<file path="src/rtl/ksa_as_arb.sv">
// Two-requester round-robin front end that shares one Kogge-Stone add/sub unit,
// with a one-entry result register. Define KSA_AS_ARB_OVF_EN to add the rsp_ovf output.

module ksa_as (
    input  logic [31:0] ain,
    input  logic [31:0] bin,
    input  logic        cin,
    input  logic        sub,
    output logic [31:0] sum,
    output logic        cout
);
    logic [31:0] bx;
    logic        c0;
    logic [31:0] gl [6];
    logic [31:0] pl [6];
    logic [32:0] carry;

    // Subtract is a + ~b + 1, so the inverted operand always carries in a one.
    assign bx    = sub ? ~bin : bin;
    assign c0    = sub | cin;
    assign gl[0] = ain & bx;
    assign pl[0] = ain ^ bx;

    for (genvar k = 0; k < 5; k++) begin : g_lvl
        localparam int unsigned D = 1 << k;
        localparam logic [31:0] LowMask = (32'd1 << D) - 32'd1;
        // Bits below D have no partner at this level: generate passes, propagate is kept.
        assign gl[k+1] = gl[k] | (pl[k] & (gl[k] << D));
        assign pl[k+1] = pl[k] & ((pl[k] << D) | LowMask);
    end

    assign carry = {gl[5] | (pl[5] & {32{c0}}), c0};
    assign sum   = pl[0] ^ carry[31:0];
    assign cout  = carry[32];
endmodule

module ksa_as_arb #(
    parameter int unsigned RR_INIT = 0
) (
    input  logic        clk,
    input  logic        rst,
    input  logic        req_valid_0,
    output logic        req_ready_0,
    input  logic [31:0] req_a_0,
    input  logic [31:0] req_b_0,
    input  logic        req_cin_0,
    input  logic        req_sub_0,
    input  logic        req_valid_1,
    output logic        req_ready_1,
    input  logic [31:0] req_a_1,
    input  logic [31:0] req_b_1,
    input  logic        req_cin_1,
    input  logic        req_sub_1,
    output logic        rsp_valid,
    input  logic        rsp_ready,
    output logic        rsp_id,
    output logic [31:0] rsp_sum,
    output logic        rsp_cout
`ifdef KSA_AS_ARB_OVF_EN
    ,
    output logic        rsp_ovf
`endif
);
    typedef enum logic {StEmpty, StFull} state_e;

    state_e      state_q;
    logic        prio_q;
    logic        can_accept;
    logic        gnt_0;
    logic        gnt_1;
    logic        xfer;
    logic [31:0] mux_a;
    logic [31:0] mux_b;
    logic        mux_cin;
    logic        mux_sub;
    logic [31:0] alu_sum;
    logic        alu_cout;

    assign can_accept = (state_q == StEmpty) | rsp_ready;

    // prio_q = 0 means requester 0 wins a tie.
    assign gnt_0 = req_valid_0 & (~req_valid_1 | ~prio_q);
    assign gnt_1 = req_valid_1 & (~req_valid_0 | prio_q);

    assign req_ready_0 = gnt_0 & can_accept & ~rst;
    assign req_ready_1 = gnt_1 & can_accept & ~rst;
    assign xfer        = (req_valid_0 & req_ready_0) | (req_valid_1 & req_ready_1);

    assign mux_a   = gnt_1 ? req_a_1   : req_a_0;
    assign mux_b   = gnt_1 ? req_b_1   : req_b_0;
    assign mux_cin = gnt_1 ? req_cin_1 : req_cin_0;
    assign mux_sub = gnt_1 ? req_sub_1 : req_sub_0;

    ksa_as u_ksa_as (
        .ain  (mux_a),
        .bin  (mux_b),
        .cin  (mux_cin),
        .sub  (mux_sub),
        .sum  (alu_sum),
        .cout (alu_cout)
    );

`ifdef KSA_AS_ARB_OVF_EN
    logic mux_bx_msb;
    logic alu_ovf;

    assign mux_bx_msb = mux_sub ? ~mux_b[31] : mux_b[31];
    assign alu_ovf    = (mux_a[31] == mux_bx_msb) & (alu_sum[31] != mux_a[31]);

    always_ff @(posedge clk) begin
        if (rst) begin
            rsp_ovf <= 1'b0;
        end else if (xfer) begin
            rsp_ovf <= alu_ovf;
        end
    end
`endif

    always_ff @(posedge clk) begin
        if (rst) begin
            state_q  <= StEmpty;
            prio_q   <= (RR_INIT != 0);
            rsp_id   <= 1'b0;
            rsp_sum  <= '0;
            rsp_cout <= 1'b0;
        end else begin
            unique case (state_q)
                StEmpty: begin
                    if (xfer) begin
                        state_q <= StFull;
                    end
                end
                StFull: begin
                    // A drain with a simultaneous transfer stays full and reloads.
                    if (!xfer && rsp_ready) begin
                        state_q <= StEmpty;
                    end
                end
                default: state_q <= StEmpty;
            endcase
            if (xfer) begin
                prio_q   <= ~gnt_1;
                rsp_id   <= gnt_1;
                rsp_sum  <= alu_sum;
                rsp_cout <= alu_cout;
            end
        end
    end

    assign rsp_valid = (state_q == StFull);
endmodule

</file>
<file path="config.mk">
export PLATFORM = sky130hd
export DESIGN_NAME = ksa_as_arb
export DESIGN_NICKNAME = d
export VERILOG_FILES = /design/src/rtl/ksa_as_arb.sv
export SDC_FILE = /design/constraint.sdc
export NUM_CORES = 1
export LEC_CHECK = 0
export ABC_AREA = 1
export BUFFER_PORTS_ARGS = -buffer_cell sky130_fd_sc_hd__buf_4
export CORE_MARGIN = 2
export CORE_UTILIZATION = 35
export DETAILED_ROUTE_END_ITERATION = 10
export PLACE_DENSITY = 0.61
export SLEW_MARGIN = 20
export SYNTH_ARGS = -nofsm -noshare
export SYNTH_HDL_FRONTEND = slang
export SYNTH_HIERARCHICAL = 1
export SYNTH_SLANG_ARGS = --single-unit
</file>
<file path="constraint.sdc">
create_clock -name clk -period 7.3 [get_ports clk]
set_clock_uncertainty 0.15 [all_clocks]
set_input_delay 0.365 -clock clk [delete_from_list [all_inputs] [get_ports clk]]
set_output_delay 0.365 -clock clk [all_outputs]
set_load 0.005 [all_outputs]
</file>
==> impl_metrics.prom, run 1 <==
# TYPE chip_impl_metric gauge
chip_impl_metric{name="synth.avg_cell_area",unit="um2"} 5.30
chip_impl_metric{name="detailedPlacementHpwl",unit="mm"} 13.2
chip_impl_metric{name="core-area",unit="mm2"} 0.0146
chip_impl_metric{name="path_max_fanout",unit=""} 34
chip_impl_metric{name="grt_pass1_vias",unit=""} 5454
chip_impl_metric{name="worst-endpoint-required",unit="ps"} 7320
chip_impl_metric{name="post_drt_wl_per_cell",unit="um"} 11.9
chip_impl_metric{name="cp.buffers_inverters",unit=""} 1
chip_impl_metric{name="routability_congestion",unit=""} 0.921
chip_impl_metric{name="worst_path_setup_slack_after_routing",unit="ps"} 3650
chip_impl_info{name="top_post_synthesis_cells_by_area",value="sky130_fd_sc_hd__nand2_1, sky130_fd_sc_hd__dfxtp_1, sky130_fd_sc_hd__inv_1"} 1
chip_impl_metric{name="hold_viol",unit=""} 0
chip_impl_info{name="synthDominantAreaCellType",value="sky130_fd_sc_hd__nand2_1"} 1
chip_impl_metric{name="clock_sinks",unit=""} 36
chip_impl_metric{name="grt_max_degree",unit=""} 66
chip_impl_metric{name="area_used_by_sequential_logic_in_the_layout",unit="um2"} 721
chip_impl_metric{name="overflow",unit=""} 0
chip_impl_metric{name="floorplan.initialDensity",unit="%"} 36.0
chip_impl_metric{name="slew_headroom",unit="%"} 35.3
chip_impl_metric{name="std_cell_rows",unit=""} 44
chip_impl_metric{name="pre_cts_slack",unit="ps"} 3470
chip_impl_metric{name="top_level_ports",unit=""} 174
chip_impl_info{name="end_kind",value="flip-flop"} 1
chip_impl_info{name="top_usage_layer",value="met1"} 1
chip_impl_metric{name="power_density",unit="mW/mm2"} 205
chip_impl_metric{name="layout.core_utilization",unit="%"} 46.6
chip_impl_metric{name="finalSetupTns",unit="ps"} 0
chip_impl_metric{name="post_cts_resize_count",unit=""} 0
chip_impl_metric{name="syn-instance-count",unit=""} 996
chip_impl_metric{name="synth_cell_types",unit=""} 33
chip_impl_info{name="crit_slowest_cell",value="sky130_fd_sc_hd__nand2_2"} 1
chip_impl_metric{name="final_nets",unit=""} 1321
chip_impl_metric{name="detail_route.first_pass.iterations",unit=""} 5
chip_impl_metric{name="synth-async-reset-ratio",unit="%"} 0
chip_impl_metric{name="drt-total-wl",unit="mm"} 15.9
chip_impl_metric{name="arrival",unit="ps"} 3670
chip_impl_metric{name="num-fill-cells",unit=""} 1656
chip_impl_metric{name="number_of_enable_flip_flop_cells_after_synthesis",unit=""} 0
chip_impl_metric{name="reg_clk_slew_reported_paths",unit="ps"} 60
chip_impl_metric{name="detail_route.drc_violations",unit=""} 0
chip_impl_metric{name="grt_antenna_before_repair",unit=""} 0
chip_impl_metric{name="grt_use_met3",unit="%"} 1.90
chip_impl_metric{name="syn-num-nets",unit=""} 1168
chip_impl_metric{name="grt_first_pass_wirelength",unit="mm"} 26.2
chip_impl_metric{name="clk_lat_worst_skew",unit="ps"} 270
chip_impl_info{name="synth.most_common_cell",value="sky130_fd_sc_hd__nand2_1"} 1
chip_impl_info{name="timing.setup.critical_path_class",value="reg -> reg"} 1
chip_impl_info{name="hold_path.class",value="in -> reg"} 1
chip_impl_metric{name="synth.yosys.seq_area_share",unit="%"} 13.7
chip_impl_metric{name="grt_use_met2",unit="%"} 29.8
chip_impl_metric{name="cap_viol_max_count",unit=""} 0
chip_impl_info{name="cts_tree",value="done"} 1
chip_impl_metric{name="cts-htree-levels",unit=""} 2
chip_impl_info{name="yosys-top-cells-count",value="sky130_fd_sc_hd__nand2_1, sky130_fd_sc_hd__inv_1, sky130_fd_sc_hd__nor2_1"} 1
chip_impl_metric{name="timing.critical_path.slowest_cell_delay",unit="ps"} 530
chip_impl_metric{name="post-route-min-period",unit="ps"} 3650
chip_impl_metric{name="layout-drive-gt1-share",unit="%"} 20.8
chip_impl_metric{name="port_buffers",unit=""} 173
chip_impl_metric{name="yosys_warnings",unit=""} 6
chip_impl_metric{name="via_per_instance_ratio",unit=""} 4.51
chip_impl_metric{name="ys_ff_latch",unit=""} 36
chip_impl_info{name="run_status",value="completed"} 1
chip_impl_metric{name="grt_util_all_layers",unit="%"} 19.6
chip_impl_metric{name="netlist_area_pre_place",unit="mm2"} 0.00528
chip_impl_info{name="cts-root-buf",value="sky130_fd_sc_hd__clkbuf_16"} 1
chip_impl_metric{name="report.final.setup_viol",unit=""} 0
chip_impl_info{name="crit_path_start_kind",value="flip-flop"} 1
chip_impl_metric{name="drt_iter0_markers",unit=""} 328
chip_impl_metric{name="die_height",unit="um"} 127
chip_impl_metric{name="tritoncts.num_buffers",unit=""} 5
chip_impl_metric{name="cts_stage_hold_buffer_count",unit=""} 0
chip_impl_metric{name="multi_input_area",unit="mm2"} 0.00387
chip_impl_metric{name="dieWidth",unit="um"} 127
chip_impl_metric{name="die-area",unit="mm2"} 0.0161
chip_impl_info{name="critical_path.cell_chain",value="nand2_1, nand2_2, inv_2, nand2_1, nand2_2, xor2_1, ha_1, a21oi_1, nand2_1, nand2_1, nand2_1, a21oi_1, nand3_1, nand2_1, nand2_1, nor2_1, nor2_1"} 1
chip_impl_metric{name="use_met1",unit="%"} 30.5
chip_impl_metric{name="fmax",unit="MHz"} 274
chip_impl_metric{name="worst_slew_pin_slew",unit="ps"} 967
chip_impl_metric{name="ant_nets",unit=""} 0
chip_impl_metric{name="timing_max_transition_violations_final",unit=""} 0
chip_impl_info{name="cell_repeated_most_along_the_worst_path",value="sky130_fd_sc_hd__nand2_1"} 1
chip_impl_metric{name="share_of_the_synthesized_area_in_the_top_cell_type",unit="%"} 30.9
chip_impl_metric{name="peakVddDrop",unit="mV"} 0.0841
chip_impl_metric{name="syn_to_final_growth",unit="%"} 29.5
chip_impl_metric{name="cts_setup_buffers",unit=""} 0
chip_impl_info{name="path_delay_family",value="simple AND/OR/NAND/NOR gates"} 1
chip_impl_info{name="synth_ff_type",value="sky130_fd_sc_hd__dfxtp_1"} 1
chip_impl_metric{name="clock_path_buffers",unit=""} 2
chip_impl_metric{name="place_inst",unit=""} 1326
chip_impl_info{name="setup_repair_after_global_routing_missed_its_margin",value="false"} 1
chip_impl_metric{name="p_total",unit="mW"} 1.40
chip_impl_metric{name="total_leakage_power",unit="nW"} 4.18
chip_impl_metric{name="n_antenna_cell",unit=""} 0
chip_impl_metric{name="final_period_util",unit="%"} 50.0
chip_impl_metric{name="routed-via-count",unit=""} 6018
chip_impl_metric{name="stdcell_count",unit=""} 1334
-- registers in the layout, summed over array words and instances (netlist names) --
| register | count |
|---|---|
| prio_q | 1 |
| rsp_cout | 1 |
| rsp_sum | 32 |
| rsp_id | 1 |
| rsp_valid | 1 |
-- where the power goes --
group	internal, mW	leakage (nW)	switching, mW	total [mW]
clock	0.161	0.0808	0.0800	0.241
sequential	0.225	0.298	0.0173	0.243
combinational	0.351	3.80	0.564	0.914
-- cell families (layout without fill, tap and decap cells) --
kind of cell             after synthesis  count (layout)  synth area share [%]
flip-flops                            36              36                  13.7
XOR/XNOR                              48              48                  8.11
buffers and inverters                170             324                  13.0
AO/OA/AOI/OAI                         39              39                  4.22
adder cells (fa/ha/maj)               35              35                  8.44
AND/OR/NAND/NOR                      668             668                  52.5
-- metal layers --
| metal | wire (um) | share of wire (%) |
|---|---|---|
| met5 | 0 | 0 |
| met4 | 49 | 0.31 |
| met3 | 820 | 5.2 |
| met2 | 6610 | 42 |
| met1 | 8420 | 53 |
-- per-stage QoR --
| stage | hold WS, ps | instance area, um2 |
|---|---|---|
| floorplan | 284 | 5280 |
| global placement | 306 | 6670 |
| detailed placement | 314 | 6670 |
| CTS | 126 | 6830 |
| global route | 133 | 6830 |
| finish | 130 | 6830 |
-- worst reg2reg max path, cell delays in order (launching register included) --
cell and delay (ps):
sky130_fd_sc_hd__dfxtp_1 340, sky130_fd_sc_hd__nand2_1 70, sky130_fd_sc_hd__nand2_2 320, sky130_fd_sc_hd__inv_2 70
sky130_fd_sc_hd__nand2_1 80, sky130_fd_sc_hd__nand2_2 530, sky130_fd_sc_hd__xor2_1 400, sky130_fd_sc_hd__ha_1 420
sky130_fd_sc_hd__a21oi_1 300, sky130_fd_sc_hd__nand2_1 120, sky130_fd_sc_hd__nand2_1 70, sky130_fd_sc_hd__nand2_1 50
sky130_fd_sc_hd__a21oi_1 200, sky130_fd_sc_hd__nand3_1 130, sky130_fd_sc_hd__nand2_1 80, sky130_fd_sc_hd__nand2_1 60
sky130_fd_sc_hd__nor2_1 100, sky130_fd_sc_hd__nor2_1 50
-- worst paths after layout --
check	start	endpoint	slack, ps	depth (start not counted)
max reg2reg	prio_q	rsp_sum[30]	3650	17
min reg2reg	rsp_id	rsp_id	320	2
min	rst	rsp_valid	130	2
max	prio_q	rsp_sum[30]	3650	17
-- cell usage in the layout (no fill, tap or decap) --
cell type | netlist | final
sky130_fd_sc_hd__inv_1 | 132 | 131
sky130_fd_sc_hd__fa_1 | 1 | 1
sky130_fd_sc_hd__xor2_2 | 1 | 1
sky130_fd_sc_hd__nand3_1 | 67 | 67
sky130_fd_sc_hd__clkinv_2 | 0 | 1
sky130_fd_sc_hd__nand4_1 | 4 | 4
sky130_fd_sc_hd__inv_2 | 7 | 8
sky130_fd_sc_hd__xnor2_1 | 4 | 4
sky130_fd_sc_hd__o21bai_1 | 4 | 4
sky130_fd_sc_hd__xor2_1 | 43 | 43
sky130_fd_sc_hd__a21oi_2 | 3 | 3
sky130_fd_sc_hd__nor2_2 | 5 | 5
sky130_fd_sc_hd__dfxtp_1 | 36 | 36
sky130_fd_sc_hd__clkbuf_16 | 0 | 5
sky130_fd_sc_hd__nand2_1 | 434 | 433
sky130_fd_sc_hd__nor3_1 | 3 | 3
sky130_fd_sc_hd__nand2_4 | 4 | 4
sky130_fd_sc_hd__clkbuf_1 | 7 | 1
sky130_fd_sc_hd__nor2_1 | 115 | 115
sky130_fd_sc_hd__buf_4 | 1 | 176
sky130_fd_sc_hd__nor2_4 | 1 | 1
sky130_fd_sc_hd__or2_1 | 1 | 1
sky130_fd_sc_hd__nor3_4 | 1 | 1
sky130_fd_sc_hd__o21a_1 | 1 | 1
sky130_fd_sc_hd__nand3_2 | 2 | 2
sky130_fd_sc_hd__bufinv_16 | 0 | 1
sky130_fd_sc_hd__o21ai_2 | 1 | 1
sky130_fd_sc_hd__ha_1 | 34 | 34
sky130_fd_sc_hd__nand2_2 | 27 | 28
sky130_fd_sc_hd__o21ai_0 | 5 | 5
sky130_fd_sc_hd__nor3_2 | 2 | 2
sky130_fd_sc_hd__a21oi_1 | 25 | 25
sky130_fd_sc_hd__nand3b_1 | 2 | 2
sky130_fd_sc_hd__clkinv_1 | 1 | 1
-- cell type report --
type / instances / share of cell area, %
Clock buffer: 6 / 1.89
Clock inverter: 2 / 0.513
Inverter: 140 / 7.69
Multi-Input combinational cell: 790 / 56.6
Sequential cell: 36 / 10.6
Tap cell: 184 / 3.37
Timing Repair Buffer: 176 / 19.3
Note: power is estimated with default switching activity, not from simulation.
==> run 2: changes to the inputs <==
--- a/config.mk
+++ b/config.mk
@@ -5,12 +5,12 @@
 export SDC_FILE = /design/constraint.sdc
 export NUM_CORES = 1
 export LEC_CHECK = 0
-export ABC_AREA = 1
+export ABC_AREA = 0
 export BUFFER_PORTS_ARGS = -buffer_cell sky130_fd_sc_hd__buf_4
 export CORE_MARGIN = 2
 export CORE_UTILIZATION = 35
 export DETAILED_ROUTE_END_ITERATION = 10
-export PLACE_DENSITY = 0.61
+export PLACE_DENSITY = 0.63
 export SLEW_MARGIN = 20
 export SYNTH_ARGS = -nofsm -noshare
 export SYNTH_HDL_FRONTEND = slang
==> constraint.sdc (replaced) <==
create_clock -name clk -period 3.6 [get_ports clk]
set_clock_uncertainty 0.15 [all_clocks]
set_input_delay 0.18 -clock clk [delete_from_list [all_inputs] [get_ports clk]]
set_output_delay 0.18 -clock clk [all_outputs]
set_load 0.005 [all_outputs]
==> run 2 against run 1 <==
Effect of this change: wire length is 9.3% lower; critical path type unchanged; synthesized cell count is 45% lower; largest power group unchanged; die area is 15% lower; combinational power is 97% higher; via count is 21% lower; clock power is 66% higher.
==> impl_metrics.prom, run 2 <==
# TYPE chip_impl_metric gauge
chip_impl_metric{name="top_level_ports",unit=""} 174
chip_impl_metric{name="peakVddDrop",unit="mV"} 0.196
chip_impl_metric{name="timing.critical_path.slowest_cell_delay",unit="ps"} 370
chip_impl_metric{name="port_buffers",unit=""} 173
chip_impl_metric{name="timing_max_transition_violations_final",unit=""} 0
chip_impl_metric{name="worst_slew_pin_slew",unit="ps"} 1020
chip_impl_metric{name="grt_max_degree",unit=""} 68
chip_impl_metric{name="clock_sinks",unit=""} 36
chip_impl_metric{name="synth.area.mux_share",unit="%"} 16.6
chip_impl_metric{name="routed-via-count",unit=""} 4767
chip_impl_info{name="largest_register",value="rsp_sum"} 1
chip_impl_metric{name="worst-r2r-setup-slack",unit="ps"} 90
chip_impl_metric{name="n_antenna_cell",unit=""} 0
chip_impl_metric{name="layout-drive-gt1-share",unit="%"} 42.8
chip_impl_metric{name="syn-num-nets",unit=""} 723
chip_impl_metric{name="detailedPlacementHpwl",unit="mm"} 11.3
chip_impl_metric{name="final_nets",unit=""} 906
chip_impl_metric{name="fmax",unit="MHz"} 285
chip_impl_info{name="synth_ff_type",value="sky130_fd_sc_hd__dfxtp_1"} 1
chip_impl_metric{name="routability_congestion",unit=""} 0.938
chip_impl_metric{name="std_cell_rows",unit=""} 41
chip_impl_info{name="path_delay_family",value="compound AO/OA/AOI/OAI gates"} 1
chip_impl_metric{name="hold_viol",unit=""} 0
chip_impl_metric{name="yosys.area_share.simple",unit="%"} 17.8
chip_impl_info{name="timing.setup.critical_path_class",value="reg -> reg"} 1
chip_impl_metric{name="overflow",unit=""} 0
chip_impl_metric{name="drt-total-wl",unit="mm"} 14.4
chip_impl_metric{name="share_of_the_synthesized_area_in_the_top_cell_type",unit="%"} 16.1
chip_impl_metric{name="synth_cell_types",unit=""} 56
chip_impl_metric{name="grt_first_pass_wirelength",unit="mm"} 22.2
chip_impl_metric{name="cts-htree-levels",unit=""} 2
chip_impl_info{name="setup_repair_after_global_routing_missed_its_margin",value="true"} 1
chip_impl_info{name="top_post_synthesis_cells_by_area",value="sky130_fd_sc_hd__dfxtp_1, sky130_fd_sc_hd__ha_1, sky130_fd_sc_hd__mux2_2"} 1
chip_impl_metric{name="syn-instance-count",unit=""} 551
chip_impl_metric{name="via_per_instance_ratio",unit=""} 5.26
chip_impl_metric{name="total_leakage_power",unit="nW"} 3.06
chip_impl_metric{name="detail_route.first_pass.iterations",unit=""} 5
chip_impl_metric{name="largest_register_ff_count",unit=""} 32
chip_impl_info{name="crit_path_start_kind",value="flip-flop"} 1
chip_impl_info{name="cts-root-buf",value="sky130_fd_sc_hd__clkbuf_16"} 1
chip_impl_metric{name="synth_xor_xnor_area_share",unit="%"} 11.8
chip_impl_metric{name="drt_iter0_markers",unit=""} 152
chip_impl_info{name="critical_path.cell_chain",value="o21ai_4, buf_12, buf_8, buf_12, mux2_4, xor2_1, ha_1, a21oi_2, o21a_1, o211ai_1, a221o_1, a31oi_4, o31ai_2, xor2_1, nand4_1, nand2_1"} 1
chip_impl_info{name="end_kind",value="flip-flop"} 1
chip_impl_metric{name="tritoncts.num_buffers",unit=""} 5
chip_impl_metric{name="p_total",unit="mW"} 2.76
chip_impl_info{name="cts_tree",value="done"} 1
chip_impl_metric{name="reg_clk_slew_reported_paths",unit="ps"} 50
chip_impl_metric{name="synth-async-reset-ratio",unit="%"} 0
chip_impl_info{name="run_status",value="completed"} 1
chip_impl_metric{name="finalHoldWorstSlack",unit="ps"} 40.3
chip_impl_info{name="largest_family_of_logic_cells_by_synthesized_area",value="compound AO/OA/AOI/OAI gates"} 1
chip_impl_metric{name="power_density",unit="mW/mm2"} 422
chip_impl_info{name="most_common_library_cell_in_the_layout_ignoring_fill_and_taps",value="sky130_fd_sc_hd__buf_4"} 1
chip_impl_metric{name="synth.avg_cell_area",unit="um2"} 8.11
chip_impl_metric{name="floorplan.initialDensity",unit="%"} 35.7
chip_impl_metric{name="cap_viol_max_count",unit=""} 0
chip_impl_info{name="layout_common_cells",value="sky130_fd_sc_hd__buf_4, sky130_fd_sc_hd__nand2_1, sky130_fd_sc_hd__xor2_1"} 1
chip_impl_metric{name="clock_path_buffers",unit=""} 2
chip_impl_metric{name="synth.yosys.seq_area_share",unit="%"} 16.1
chip_impl_metric{name="report.final.setup_viol",unit=""} 0
chip_impl_metric{name="post_drt_wl_per_cell",unit="um"} 15.9
chip_impl_metric{name="place_inst",unit=""} 883
chip_impl_metric{name="arrival",unit="ps"} 3520
chip_impl_metric{name="ys_ff_latch",unit=""} 36
chip_impl_metric{name="grt_pass1_vias",unit=""} 4700
chip_impl_metric{name="post-route-min-period",unit="ps"} 3510
chip_impl_metric{name="die_height",unit="um"} 117
chip_impl_metric{name="clk_lat_worst_skew",unit="ps"} 270
chip_impl_metric{name="synthAdderAreaFrac",unit="%"} 9.97
chip_impl_info{name="hold_path.class",value="in -> reg"} 1
chip_impl_metric{name="grt_util_all_layers",unit="%"} 20.2
chip_impl_metric{name="path_max_fanout",unit=""} 6
chip_impl_metric{name="finalSetupTns",unit="ps"} 0
chip_impl_metric{name="core-area",unit="mm2"} 0.0125
chip_impl_metric{name="ant_nets",unit=""} 0
chip_impl_metric{name="stdcell_count",unit=""} 906
chip_impl_metric{name="die-area",unit="mm2"} 0.0137
chip_impl_metric{name="netlist_area_pre_place",unit="mm2"} 0.00447
chip_impl_metric{name="yosys_warnings",unit=""} 6
chip_impl_metric{name="fraction_of_the_mapped_netlist_area_in_compound_gates",unit="%"} 22.0
chip_impl_info{name="crit_slowest_cell",value="sky130_fd_sc_hd__a221o_1"} 1
chip_impl_metric{name="grt_antenna_before_repair",unit=""} 0
chip_impl_info{name="synth.most_common_cell",value="sky130_fd_sc_hd__nand2_1"} 1
chip_impl_info{name="yosys-top-cells-count",value="sky130_fd_sc_hd__nand2_1, sky130_fd_sc_hd__xor2_1, sky130_fd_sc_hd__nand4_1"} 1
chip_impl_metric{name="dieWidth",unit="um"} 117
chip_impl_info{name="synthDominantAreaCellType",value="sky130_fd_sc_hd__dfxtp_1"} 1
chip_impl_metric{name="cp.buffers_inverters",unit=""} 3
chip_impl_metric{name="worst-endpoint-required",unit="ps"} 3610
chip_impl_metric{name="slew_headroom",unit="%"} 31.8
chip_impl_metric{name="syn_to_final_growth",unit="%"} 46.6
chip_impl_metric{name="final_period_util",unit="%"} 97.5
chip_impl_metric{name="detail_route.drc_violations",unit=""} 0
chip_impl_metric{name="number_of_enable_flip_flop_cells_after_synthesis",unit=""} 0
-- run 2: kinds of logic after synthesis --
kind of cell / Yosys count
and+or+nand+nor: 164
adders and majority gates: 35
muxes: 66
buffers and inverters: 50
xor gates and xnor gates: 60
DFF: 36
AOI/OAI and AO/OA: 140
-- run 2: timing repair --
item                                    4_1_cts  5_1_grt
pin swaps                                     7       35
gates resized for setup                       8       51
gates cloned                                  1        2
endpoints found under the setup margin        4       15
hold buffers                                  1        0
hold endpoints to repair                      2        0
setup buffers                                 1       11
-- run 2: tightest hold or removal path, delay by kind of cell --
kind / cells / cell delay [ps]
buffers and inverters: 1 / 110
AO/OA/AOI/OAI: 1 / 60
AND/OR/NAND/NOR: 1 / 80
-- run 2: per-layer routing --
| layer | track usage, % | part of all wire [%] |
|---|---|---|
| met2 | 37.2 | 51 |
| met3 | 3.35 | 4.8 |
| met4 | 4.71 | 1.5 |
| met5 | 0 | 0 |
| met1 | 24.6 | 43 |
-- run 2: worst paths after layout --
kind	start	end	cells after the start
max	prio_q	rsp_sum[30]	16
min	req_valid_0	prio_q	3
max reg2reg	prio_q	rsp_sum[30]	16
min reg2reg	rsp_sum[26]	rsp_sum[26]	2
-- run 2: area by class of cell --
| cell class | count | area (um2) |
|---|---|---|
| fill | 1203 | 5970 |
| multi-input combinational | 465 | 3690 |
| timing repair buffer | 214 | 1740 |
| sequential | 36 | 724 |
| tap | 172 | 215 |
| clock buffer | 6 | 129 |
| inverter | 12 | 45.0 |
| clock inverter | 1 | 5.00 |
-- run 2: per-stage QoR --
| stage | worst slack [ps] | util [%] | instance area [um2] |
|---|---|---|---|
| floorplan | 16.0 | - | 4470 |
| global placement | -43.2 | 47.9 | 6000 |
| detailed placement | -120 | 47.9 | 6000 |
| CTS | 2.55 | 49.7 | 6210 |
| global route | -32.9 | 52.3 | 6550 |
| finish | 91.6 | 52.3 | 6550 |
-- run 2: report_power, final --
| part | leakage [nW] | switching, mW | internal (mW) | total, mW |
|---|---|---|---|---|
| clock | 0.0667 | 0.148 | 0.251 | 0.399 |
| combinational | 2.69 | 0.928 | 0.870 | 1.80 |
| sequential | 0.299 | 0.0669 | 0.497 | 0.564 |
==> run 3: changes to the inputs <==
--- a/config.mk
+++ b/config.mk
@@ -6,11 +6,12 @@
 export NUM_CORES = 1
 export LEC_CHECK = 0
 export ABC_AREA = 0
+export ABC_CLOCK_PERIOD_IN_PS = 3600
 export BUFFER_PORTS_ARGS = -buffer_cell sky130_fd_sc_hd__buf_4
 export CORE_MARGIN = 2
 export CORE_UTILIZATION = 35
 export DETAILED_ROUTE_END_ITERATION = 10
-export PLACE_DENSITY = 0.63
+export PLACE_DENSITY_LB_ADDON = 0.25
 export SLEW_MARGIN = 20
 export SYNTH_ARGS = -nofsm -noshare
 export SYNTH_HDL_FRONTEND = slang
==> run 3 against run 2 <==
Effect of this change: total power grew 5.0%; final area grew 2.1%; non-clock buffer count grew 22; highest routed layer unchanged; register-to-register slack is essentially flat; cell count grew 2.6%; largest cell class unchanged.
==> impl_metrics.prom, run 3 (same netlist as run 2, synthesis figures left out) <==
# TYPE chip_impl_metric gauge
chip_impl_metric{name="post_place_instance_area",unit="mm2"} 0.00609
chip_impl_metric{name="area_used_by_sequential_logic_in_the_layout",unit="um2"} 722
chip_impl_metric{name="fmax",unit="MHz"} 285
chip_impl_metric{name="worst-endpoint-required",unit="ps"} 3670
chip_impl_info{name="setup_repair_after_global_routing_missed_its_margin",value="true"} 1
chip_impl_metric{name="timing.critical_path.slowest_cell_delay",unit="ps"} 370
chip_impl_metric{name="hold_viol",unit=""} 0
chip_impl_metric{name="die-area",unit="mm2"} 0.0137
chip_impl_metric{name="grt_first_pass_wirelength",unit="mm"} 22.4
chip_impl_info{name="most_common_library_cell_in_the_layout_ignoring_fill_and_taps",value="sky130_fd_sc_hd__buf_4"} 1
chip_impl_info{name="timing.setup.critical_path_class",value="reg -> reg"} 1
chip_impl_metric{name="cp.buffers_inverters",unit=""} 4
chip_impl_metric{name="floorplan.initialDensity",unit="%"} 35.7
chip_impl_metric{name="grt_use_met2",unit="%"} 37.4
chip_impl_metric{name="grt_max_degree",unit=""} 68
chip_impl_info{name="crit_slowest_cell",value="sky130_fd_sc_hd__a221o_1"} 1
chip_impl_metric{name="num-fill-cells",unit=""} 1223
chip_impl_info{name="largest_register",value="rsp_sum"} 1
chip_impl_metric{name="final_nets",unit=""} 929
chip_impl_metric{name="die_height",unit="um"} 117
chip_impl_metric{name="clock_sinks",unit=""} 36
chip_impl_metric{name="p_total",unit="mW"} 2.90
chip_impl_metric{name="layout-drive-gt1-share",unit="%"} 44.2
chip_impl_metric{name="path_max_fanout",unit=""} 7
chip_impl_metric{name="routability_congestion",unit=""} 0.946
chip_impl_metric{name="drt-total-wl",unit="mm"} 14.9
chip_impl_metric{name="total_leakage_power",unit="nW"} 3.15
chip_impl_metric{name="stdcell_count",unit=""} 930
chip_impl_metric{name="timing_max_transition_violations_final",unit=""} 0
chip_impl_metric{name="use_met1",unit="%"} 25.1
chip_impl_metric{name="worst_path_setup_slack_after_routing",unit="ps"} 85.4
chip_impl_info{name="cts-root-buf",value="sky130_fd_sc_hd__clkbuf_16"} 1
chip_impl_metric{name="clock_path_buffers",unit=""} 2
chip_impl_metric{name="core-area",unit="mm2"} 0.0125
chip_impl_info{name="layout_common_cells",value="sky130_fd_sc_hd__buf_4, sky130_fd_sc_hd__nand2_1, sky130_fd_sc_hd__xor2_1"} 1
chip_impl_metric{name="detail_route.first_pass.iterations",unit=""} 5
chip_impl_info{name="end_kind",value="flip-flop"} 1
chip_impl_info{name="cts_tree",value="done"} 1
chip_impl_metric{name="pre_cts_slack",unit="ps"} -186
chip_impl_info{name="top_usage_layer",value="met2"} 1
chip_impl_metric{name="slew_headroom",unit="%"} 26.9
chip_impl_info{name="path_delay_family",value="compound AO/OA/AOI/OAI gates"} 1
chip_impl_info{name="run_status",value="completed"} 1
chip_impl_info{name="cell_repeated_most_along_the_worst_path",value="sky130_fd_sc_hd__buf_12"} 1
chip_impl_metric{name="multi_input_area",unit="mm2"} 0.00370
chip_impl_info{name="critical_path.cell_chain",value="o21ai_4, buf_12, buf_12, buf_6, mux2_1, xor2_1, ha_1, a21oi_2, o21a_1, o211ai_1, a221o_1, a31oi_4, buf_4, xnor2_1, nand4_1, nand2_1"} 1
chip_impl_metric{name="largest_register_ff_count",unit=""} 32
chip_impl_metric{name="detailedPlacementHpwl",unit="mm"} 11.3
chip_impl_info{name="crit_path_start_kind",value="flip-flop"} 1
chip_impl_info{name="hold_path.class",value="in -> reg"} 1
chip_impl_metric{name="grt_use_met3",unit="%"} 2.68
chip_impl_metric{name="reg_clk_slew_reported_paths",unit="ps"} 60
chip_impl_metric{name="n_antenna_cell",unit=""} 0
chip_impl_metric{name="arrival",unit="ps"} 3580
chip_impl_metric{name="syn_to_final_growth",unit="%"} 49.6
chip_impl_metric{name="post_drt_wl_per_cell",unit="um"} 16.1
chip_impl_metric{name="cap_viol_max_count",unit=""} 0
chip_impl_metric{name="dieWidth",unit="um"} 117
chip_impl_metric{name="design_area",unit="mm2"} 0.00668
chip_impl_metric{name="routed-via-count",unit=""} 4926
chip_impl_metric{name="grt_antenna_before_repair",unit=""} 0
chip_impl_metric{name="place_inst",unit=""} 899
chip_impl_metric{name="ant_nets",unit=""} 0
chip_impl_metric{name="top_level_ports",unit=""} 174
chip_impl_metric{name="power_density",unit="mW/mm2"} 434
chip_impl_metric{name="port_buffers",unit=""} 173
chip_impl_metric{name="post-route-min-period",unit="ps"} 3510
chip_impl_metric{name="report.final.setup_viol",unit=""} 0
chip_impl_metric{name="worst_slew_pin_slew",unit="ps"} 1100
chip_impl_metric{name="clk_lat_worst_skew",unit="ps"} 280
chip_impl_metric{name="peakVddDrop",unit="mV"} 0.223
chip_impl_metric{name="finalSetupTns",unit="ps"} 0
chip_impl_metric{name="overflow",unit=""} 0
chip_impl_metric{name="grt_pass1_vias",unit=""} 4890
chip_impl_metric{name="std_cell_rows",unit=""} 41
chip_impl_metric{name="final_period_util",unit="%"} 97.6
chip_impl_metric{name="detail_route.drc_violations",unit=""} 0
chip_impl_metric{name="tritoncts.num_buffers",unit=""} 5
chip_impl_metric{name="grt_util_all_layers",unit="%"} 20.2
chip_impl_metric{name="cts-htree-levels",unit=""} 2
chip_impl_metric{name="finalHoldWorstSlack",unit="ps"} 95.5
chip_impl_metric{name="via_per_instance_ratio",unit=""} 5.30
chip_impl_metric{name="layout.core_utilization",unit="%"} 53.4
chip_impl_metric{name="drt_iter0_markers",unit=""} 202
## run 3: tightest hold or removal path: stages
cell,delay [ps]
sky130_fd_sc_hd__buf_4,140
sky130_fd_sc_hd__o211ai_1,90
sky130_fd_sc_hd__a21oi_1,70
## run 3: repair_timing
action,in CTS,in global routing
cloned,0,2
buffers inserted,1,19
gates resized for setup,8,43
setup endpoints to repair,10,15
endpoints found under the hold margin,2,0
hold buffers,1,0
pin swaps,3,24
## run 3: per-layer routing
layer,share of wire [%],vias up,routed length (um)
met4,1.8,0,263
met3,6.2,23,919
li1,-,2443,-
met2,49,173,7320
met5,0,-,0
met1,43,2287,6430
## run 3: final timing paths
check                   start  cells after the start          end  slack (ps)
hold reg to reg    rsp_sum[8]                      2   rsp_sum[8]         340
setup / recovery       prio_q                     16  rsp_sum[26]          90
hold / removal    req_valid_1                      3       rsp_id         100
setup reg to reg       prio_q                     16  rsp_sum[26]          90
## run 3: power by group
part	switching, mW	internal, mW
sequential	0.0645	0.497
combinational	0.929	0.914
clock	0.169	0.326
total	1.16	1.74
## run 3: final cells by class
class	instances	area share, %
multi-input combinational	466	55.3
timing repair buffer	236	27.5
sequential	36	10.8
tap	172	3.22
clock buffer	6	1.93
inverter	12	0.674
clock inverter	2	0.524
